--- src/rtl/mm_mem_scheduler.sv ---
`default_nettype none
// +----------------------------------------------------------------------------+
// | mm_mem_scheduler: shares one memory port between operand line fetches for    |
// | matrix_multiplier and row-major writeback of its result FIFO into C.         |
// | Optional: define MM_SCHED_PERF_EN for stall-cycle / writeback counters.      |
// | Revision: 1.0                                                                |
// +----------------------------------------------------------------------------+
module mm_mem_scheduler #(
  parameter int N           = 8,
  parameter int M           = 10,
  parameter int P           = 9,
  parameter int DATA_WIDTH  = 16,
  parameter int ACCUM_WIDTH = 33,
  parameter int ADDR_WIDTH  = 12,
  parameter int A_BASE      = 0,
  parameter int B_BASE      = 64,
  parameter int C_BASE      = 128
) (
  input  logic                      clk,
  input  logic                      rst,
  input  logic                      start,
  input  logic                      fetch_row,
  input  logic                      fetch_col,
  input  logic [$clog2(N)-1:0]      n,
  input  logic [$clog2(M)-1:0]      m,
  output logic                      data_stall,
  output logic                      fetch_stall,
  output logic [P*DATA_WIDTH-1:0]   line_out,
  input  logic                      fifo_empty,
  input  logic                      fifo_full,
  input  logic [ACCUM_WIDTH-1:0]    fifo_head,
  output logic                      pop_fifo,
  output logic                      mem_req,
  output logic                      mem_we,
  output logic [ADDR_WIDTH-1:0]     mem_addr,
  output logic [ACCUM_WIDTH-1:0]    mem_wdata,
  input  logic                      mem_gnt,
  input  logic                      mem_rvalid,
  input  logic [P*DATA_WIDTH-1:0]   mem_rdata,
  output logic                      wb_done
`ifdef MM_SCHED_PERF_EN
  ,
  output logic [31:0]               perf_stall_cyc,
  output logic [31:0]               perf_wb_cnt
`endif
);

  localparam int NW = $clog2(N);
  localparam int MW = $clog2(M);
  localparam logic [ADDR_WIDTH-1:0] c_a_base = ADDR_WIDTH'(A_BASE);
  localparam logic [ADDR_WIDTH-1:0] c_b_base = ADDR_WIDTH'(B_BASE);
  localparam logic [ADDR_WIDTH-1:0] c_c_base = ADDR_WIDTH'(C_BASE);
  localparam logic [NW-1:0]         c_n_last = NW'(N - 1);
  localparam logic [MW-1:0]         c_m_last = MW'(M - 1);

  typedef enum logic [1:0] {
    S_IDLE    = 2'd0,
    S_RD_REQ  = 2'd1,
    S_RD_WAIT = 2'd2,
    S_WR_REQ  = 2'd3
  } state_t;

  state_t                  r_state, w_state_nxt;
  logic                    r_pend_row, r_pend_col;
  logic [NW-1:0]           r_n_lat;
  logic [MW-1:0]           r_m_lat;
  logic                    r_rd_col;
  logic [ADDR_WIDTH-1:0]   r_addr;
  logic [P*DATA_WIDTH-1:0] r_line;
  logic [NW-1:0]           r_wr_n;
  logic [MW-1:0]           r_wr_m;
  logic                    r_wb_done;
  logic                    r_data_stall;

  logic                    w_go_col;
  logic [ADDR_WIDTH-1:0]   w_addr_nxt;
  logic [ADDR_WIDTH-1:0]   w_wr_addr;
  logic                    w_rd_gnt, w_wr_gnt;
  logic                    w_pend_row_nxt, w_pend_col_nxt;
  logic                    w_stall_nxt;

  assign w_wr_addr = c_c_base + ADDR_WIDTH'(r_wr_n) * ADDR_WIDTH'(M) + ADDR_WIDTH'(r_wr_m);
  assign w_rd_gnt  = (r_state == S_RD_REQ) & mem_gnt;
  assign w_wr_gnt  = (r_state == S_WR_REQ) & mem_gnt;

  // A new pulse of the type being granted this cycle keeps its flag set.
  assign w_pend_row_nxt = fetch_row | (r_pend_row & ~(w_rd_gnt & ~r_rd_col));
  assign w_pend_col_nxt = fetch_col | (r_pend_col & ~(w_rd_gnt &  r_rd_col));

  always_comb begin
    w_state_nxt = r_state;
    w_go_col    = 1'b0;
    w_addr_nxt  = r_addr;
    case (r_state)
      S_IDLE: begin
        if (fifo_full & ~fifo_empty & ~r_wb_done) begin
          w_state_nxt = S_WR_REQ;
          w_addr_nxt  = w_wr_addr;
        end else if (r_pend_row) begin
          w_state_nxt = S_RD_REQ;
          w_addr_nxt  = c_a_base + ADDR_WIDTH'(r_n_lat);
        end else if (r_pend_col) begin
          w_state_nxt = S_RD_REQ;
          w_go_col    = 1'b1;
          w_addr_nxt  = c_b_base + ADDR_WIDTH'(r_m_lat);
        end else if (~fifo_empty & ~r_wb_done) begin
          w_state_nxt = S_WR_REQ;
          w_addr_nxt  = w_wr_addr;
        end
      end
      S_RD_REQ:  if (mem_gnt)    w_state_nxt = S_RD_WAIT;
      S_RD_WAIT: if (mem_rvalid) w_state_nxt = S_IDLE;
      S_WR_REQ:  if (mem_gnt)    w_state_nxt = S_IDLE;
      default:                   w_state_nxt = S_IDLE;
    endcase
  end

  assign w_stall_nxt = w_pend_row_nxt | w_pend_col_nxt |
                       (w_state_nxt == S_RD_REQ) | (w_state_nxt == S_RD_WAIT);

  always_ff @(posedge clk) begin
    if (rst) begin
      r_state      <= S_IDLE;
      r_pend_row   <= 1'b0;
      r_pend_col   <= 1'b0;
      r_n_lat      <= '0;
      r_m_lat      <= '0;
      r_rd_col     <= 1'b0;
      r_addr       <= '0;
      r_line       <= '0;
      r_wr_n       <= '0;
      r_wr_m       <= '0;
      r_wb_done    <= 1'b0;
      r_data_stall <= 1'b0;
    end else begin
      r_state      <= w_state_nxt;
      r_pend_row   <= w_pend_row_nxt;
      r_pend_col   <= w_pend_col_nxt;
      r_data_stall <= w_stall_nxt;
      if (fetch_row) r_n_lat <= n;
      if (fetch_col) r_m_lat <= m;
      // Address is frozen on leaving IDLE so late index updates cannot disturb a waiting request.
      if (r_state == S_IDLE) begin
        r_addr   <= w_addr_nxt;
        r_rd_col <= w_go_col;
      end
      if ((r_state == S_RD_WAIT) && mem_rvalid) r_line <= mem_rdata;
      if (start) begin
        r_wr_n    <= '0;
        r_wr_m    <= '0;
        r_wb_done <= 1'b0;
      end else if (w_wr_gnt) begin
        if (r_wr_m == c_m_last) begin
          r_wr_m <= '0;
          if (r_wr_n == c_n_last) begin
            r_wr_n    <= '0;
            r_wb_done <= 1'b1;
          end else begin
            r_wr_n <= r_wr_n + NW'(1);
          end
        end else begin
          r_wr_m <= r_wr_m + MW'(1);
        end
      end
    end
  end

  assign mem_req     = (r_state == S_RD_REQ) | (r_state == S_WR_REQ);
  assign mem_we      = (r_state == S_WR_REQ);
  assign mem_addr    = r_addr;
  assign mem_wdata   = fifo_head;
  assign pop_fifo    = w_wr_gnt & ~rst;
  assign fetch_stall = r_pend_row | r_pend_col | (r_state != S_IDLE);
  assign data_stall  = r_data_stall;
  assign line_out    = r_line;
  assign wb_done     = r_wb_done;

`ifdef MM_SCHED_PERF_EN
  logic [31:0] r_perf_stall_cyc;
  logic [31:0] r_perf_wb_cnt;

  always_ff @(posedge clk) begin
    if (rst | start) begin
      r_perf_stall_cyc <= '0;
      r_perf_wb_cnt    <= '0;
    end else begin
      if (r_data_stall & ~(&r_perf_stall_cyc)) r_perf_stall_cyc <= r_perf_stall_cyc + 32'd1;
      if (w_wr_gnt & ~(&r_perf_wb_cnt))        r_perf_wb_cnt    <= r_perf_wb_cnt + 32'd1;
    end
  end

  assign perf_stall_cyc = r_perf_stall_cyc;
  assign perf_wb_cnt    = r_perf_wb_cnt;
`endif

endmodule
`default_nettype wire

--- config.mk ---
export PLATFORM = sky130hd
export DESIGN_NAME = mm_mem_scheduler
export DESIGN_NICKNAME = d
export VERILOG_FILES = /design/src/rtl/mm_mem_scheduler.sv
export SDC_FILE = /design/constraint.sdc
export NUM_CORES = 1
export LEC_CHECK = 0
export ABC_AREA = 1
export CORE_AREA = 4 4 151 153
export CTS_BUF_LIST = sky130_fd_sc_hd__clkbuf_16
export CTS_CLUSTER_SIZE = 20
export DETAILED_ROUTE_END_ITERATION = 7
export DIE_AREA = 0 0 155 157
export PLACE_DENSITY = 0.72
export SLEW_MARGIN = 20
export SYNTH_ARGS = -nofsm -noshare
export SYNTH_HDL_FRONTEND = slang
export SYNTH_SLANG_ARGS = --single-unit
--- constraint.sdc ---
create_clock -name clk -period 2 [get_ports clk]
set_input_delay 0.3 -clock clk [delete_from_list [all_inputs] [get_ports clk]]
set_output_delay 0.3 -clock clk [all_outputs]
set_load 0.01 [all_outputs]
==> reports/qor.log <==
[power] VDD IR max 0.000432 V
[yosys] post-synthesis xor/xnor area fraction 0.382%
[yosys] Synth Area in Compound Gates 24.4%
[route] number of optimization iterations in the first detailed-route pass 6
[sta] Total Neg Setup Slack 0 ns
[yosys] post-synthesis share of cell area spent on full adders, half adders and majority gates 1.75%
[yosys] mux share of post-synthesis cell area 0%
[floorplanning] Initial Util 31.9%
[yosys] combinational family with the most area after synthesis compound AO/OA/AOI/OAI gates
[finish] fraction of final layout cells with drive strength greater than 1 5.58%
[sta] Setup Skew 0.0111 ns
[finish] Final Core Density 50.2%
[sta] Final Critical Period 1.91 ns
[power] areal power density over the cells 799 nW/um2
[placement] area post-placement 10200 um2
[sta] crit share post-route 95.3%
[yosys] Synth area leader sky130_fd_sc_hd__dfxtp_1
[worst_setup_path] cell-by-cell listing of the critical path inv_1 -> nand2_1 -> inv_1 -> nand2_1 -> clkdlybuf4s50_1
[clock_tree] clock tree from TritonCTS done
[route] detail-routed via count per cell 4.40
[worst_setup_path] WS Path Type reg -> out
[floorplanning] vertical die dimension 157 um
[yosys] top cell type's share of synthesized area 50.7%
[clock_tree] clock tree sinks 174
[global_route] largest net degree at the start of global routing 89
[route] final wirelength 20.3 mm
[yosys] Synth area leaders sky130_fd_sc_hd__dfxtp_1, sky130_fd_sc_hd__a21oi_1, sky130_fd_sc_hd__inv_1, sky130_fd_sc_hd__o21ai_0, sky130_fd_sc_hd__o21ai_1
[route] number of nets with antenna violations after routing 0
[floorplanning] area of the die 24300 um2
[sta] number of pins exceeding their max-slew limit in the final report 0
[outcome] outcome complete, no violations
[global_route] grt ovf 0
[finish] Area growth, synth to finish 57.5%
[job] Maximum Capacitance Violations 0
[worst_setup_path] Crit. End Element primary output
[power] leakage power summed over all cells 4.00 nW
[yosys] Post-Synthesis Mean Instance Area 7.85 um2
[finish] number of nets in the layout 1354
[yosys] proportion of synthesized chip area in sequential cells 50.7%
[yosys] Synth Instances 876
[floorplanning] I/O pin cnt 388
[worst_setup_path] largest fanout on the critical path 4
[global_route] Total Routing Usage GR 15.8%
[sta] Final Hold Viols 0
[finish] Antenna diodes 0
[placement] weighted congestion reported at the end of routability-driven placement 0.831
[worst_setup_path] total buffers and inverters traversed by the critical path 3
[yosys] Synth Cell Area 6880 um2
[clock_tree] clock-pin slew on the worst setup and hold paths 0.07 ns
[hold_path] path class of the lowest-slack min-delay path reg -> reg
[global_route] global-route wire length before repair 31.0 mm
[route] overall via count from detail_route 6360
[worst_setup_path] worst-path cell with the longest stage delay sky130_fd_sc_hd__clkdlybuf4s50_1
[yosys] flip-flop and latch count after synthesis 174
[worst_setup_path] CP peak stage delay 0.54 ns
[route] Starting DRT DRC Count 321
[floorplanning] count of standard-cell rows 54
[worst_setup_path] required time worst endpoint 1.70 ns
[clock_tree] clock insertion delay at the later pin of the skew report 0.42 ns
[global_route] initial antenna violation count 0
[route] Remaining DRCs 0
[worst_setup_path] largest delay contributor family on the critical path buffers and inverters
[floorplanning] floorplan core area 21600 um2
[yosys] total of warnings raised by yosys 0
[route] WL met1 8.61 mm
[route] Met3 Wirelength 1.69 mm
[yosys] distinct cell type count of the synthesized netlist 27
[clock_tree] Clock Root Buffer sky130_fd_sc_hd__clkbuf_16
[route] highest metal layer used by the detailed router met4
[yosys] share of synthesized cell area in and, or, nand and nor gates 5.48%
[route] post-detailed-route wirelength per cell 14.0 um
[placement] Detail Placement HPWL 15.3 mm
[sta] unrepaired setup endpoints after global routing no
[clock_tree] number of clock buffers inserted by TritonCTS 17
[clock_tree] level count of the clock H-tree 4
[global_route] number of global-route vias before repair 5909
[finish] post-route design area 10800 um2
[clock_tree] CTS max path bufs 2
[clock_tree] CTS hold repair buffers 0
[worst_setup_path] data arrival at the endpoint of the critical path 1.61 ns
[worst_setup_path] kind of launch point of the worst setup path register
[floorplanning] Die Wd 155 um
[sta] setup-violating endpoint count in the final report 0
[placement] count of input and output buffers 318
[route] Detail Route met2 WL 9.68 mm
[sta] max frequency 0.525 GHz
[cell usage after synthesis, drive strengths merged]
library cell,n
xnor2,1
nand3b,1
dfxtp,174
o22ai,1
conb,1
buf,62
a21oi,162
nor3,2
o21ai,170
clkbuf,24
inv,180
nor2,29
ha,8
fa,1
nand3,11
and2,1
nand4,2
nand2,43
xor2,2
o21a,1
[repair_timing]
item | CTS | global route
gates resized for setup | 0 | 2
buffers inserted | 0 | 0
setup endpoints to repair | 0 | 2
[layout by cell type (no fill, tap or decap), types with 3 or more instances in the layout]
| master | count |
|---|---|
| sky130_fd_sc_hd__conb_1 | 3 |
| sky130_fd_sc_hd__dfxtp_1 | 172 |
| sky130_fd_sc_hd__clkbuf_16 | 17 |
| sky130_fd_sc_hd__inv_1 | 175 |
| sky130_fd_sc_hd__clkinv_8 | 3 |
| sky130_fd_sc_hd__inv_8 | 5 |
| sky130_fd_sc_hd__inv_2 | 4 |
| sky130_fd_sc_hd__o21ai_1 | 78 |
| sky130_fd_sc_hd__nor2_1 | 28 |
| sky130_fd_sc_hd__buf_12 | 11 |
| sky130_fd_sc_hd__o21ai_0 | 92 |
| sky130_fd_sc_hd__nand3_1 | 9 |
| sky130_fd_sc_hd__clkdlybuf4s50_1 | 318 |
| sky130_fd_sc_hd__a21oi_1 | 162 |
| sky130_fd_sc_hd__nand2_1 | 42 |
| sky130_fd_sc_hd__buf_4 | 12 |
| sky130_fd_sc_hd__ha_1 | 8 |
[final timing paths]
path / start / endpoint / slack (ns) / cells past startpoint
worst min register to register: line_out[139] / line_out[139] / 0.44 / 2
worst max register to register: r_wr_n[0] / mem_addr[7] / 0.26 / 7
worst max-delay path: r_pend_row / fetch_stall / 0.09 / 5
worst min-delay path: line_out[139] / line_out[139] / 0.44 / 2
[final cells by class]
type,count,area [um2]
clock buffer,17,425
inverter,180,677
timing repair buffer,341,3490
sequential,174,3490
multi-input combinational,438,2220
tap,280,350
clock inverter,15,178
fill,2042,10700
[routing by layer]
metal  global-route usage [%]  vias up
li1                         -     3316
met1                     19.0     2804
met2                     26.6      212
met3                     5.88       28
met4                     4.12        0
met5                        0        -
[kinds of logic after synthesis]
family,Yosys count
adder cells (fa/ha/maj),9
other,1
AO/OA/AOI/OAI,334
XOR/XNOR,3
AND/OR/NAND/NOR,89
flip-flops,174
buffers and inverters,266
[report_power, final]
group	switching, mW	internal [mW]
Clock	1.56	1.80
Combinational	0.636	0.840
Sequential	0.119	3.69
[worst reg2reg max path, stage by stage, from the launching register on]
cell                      delay (ns)
sky130_fd_sc_hd__dfxtp_1        0.43
sky130_fd_sc_hd__ha_1           0.21
sky130_fd_sc_hd__inv_1          0.06
sky130_fd_sc_hd__fa_1           0.39
sky130_fd_sc_hd__o21ai_0        0.23
sky130_fd_sc_hd__nand2_1        0.11
sky130_fd_sc_hd__o21ai_1        0.13
sky130_fd_sc_hd__a21oi_1        0.07
[flip-flops by register name (all words and copies together) (netlist names)]
name,count
data_stall,1
r_m_lat,4
wb_done,1
r_rd_col,1
r_pend_row,1
line_out,144
r_n_lat,3
mem_addr,9
r_wr_m,4
r_wr_n,3
r_pend_col,1
r_state,2
[through the flow]
step	hold slack, ns	power (mW)	std cells	setup WS (ns)
final	0.442	8.65	1445	0.0937
after detailed placement	0.435	5.38	1413	0.180
after global placement	0.429	5.35	1413	0.160
after CTS	0.444	8.78	1445	0.00270
after global routing	0.453	9.07	1445	0.00442
after floorplan	0.429	4.53	878	0.435
Note: power is estimated with default switching activity, not from simulation.
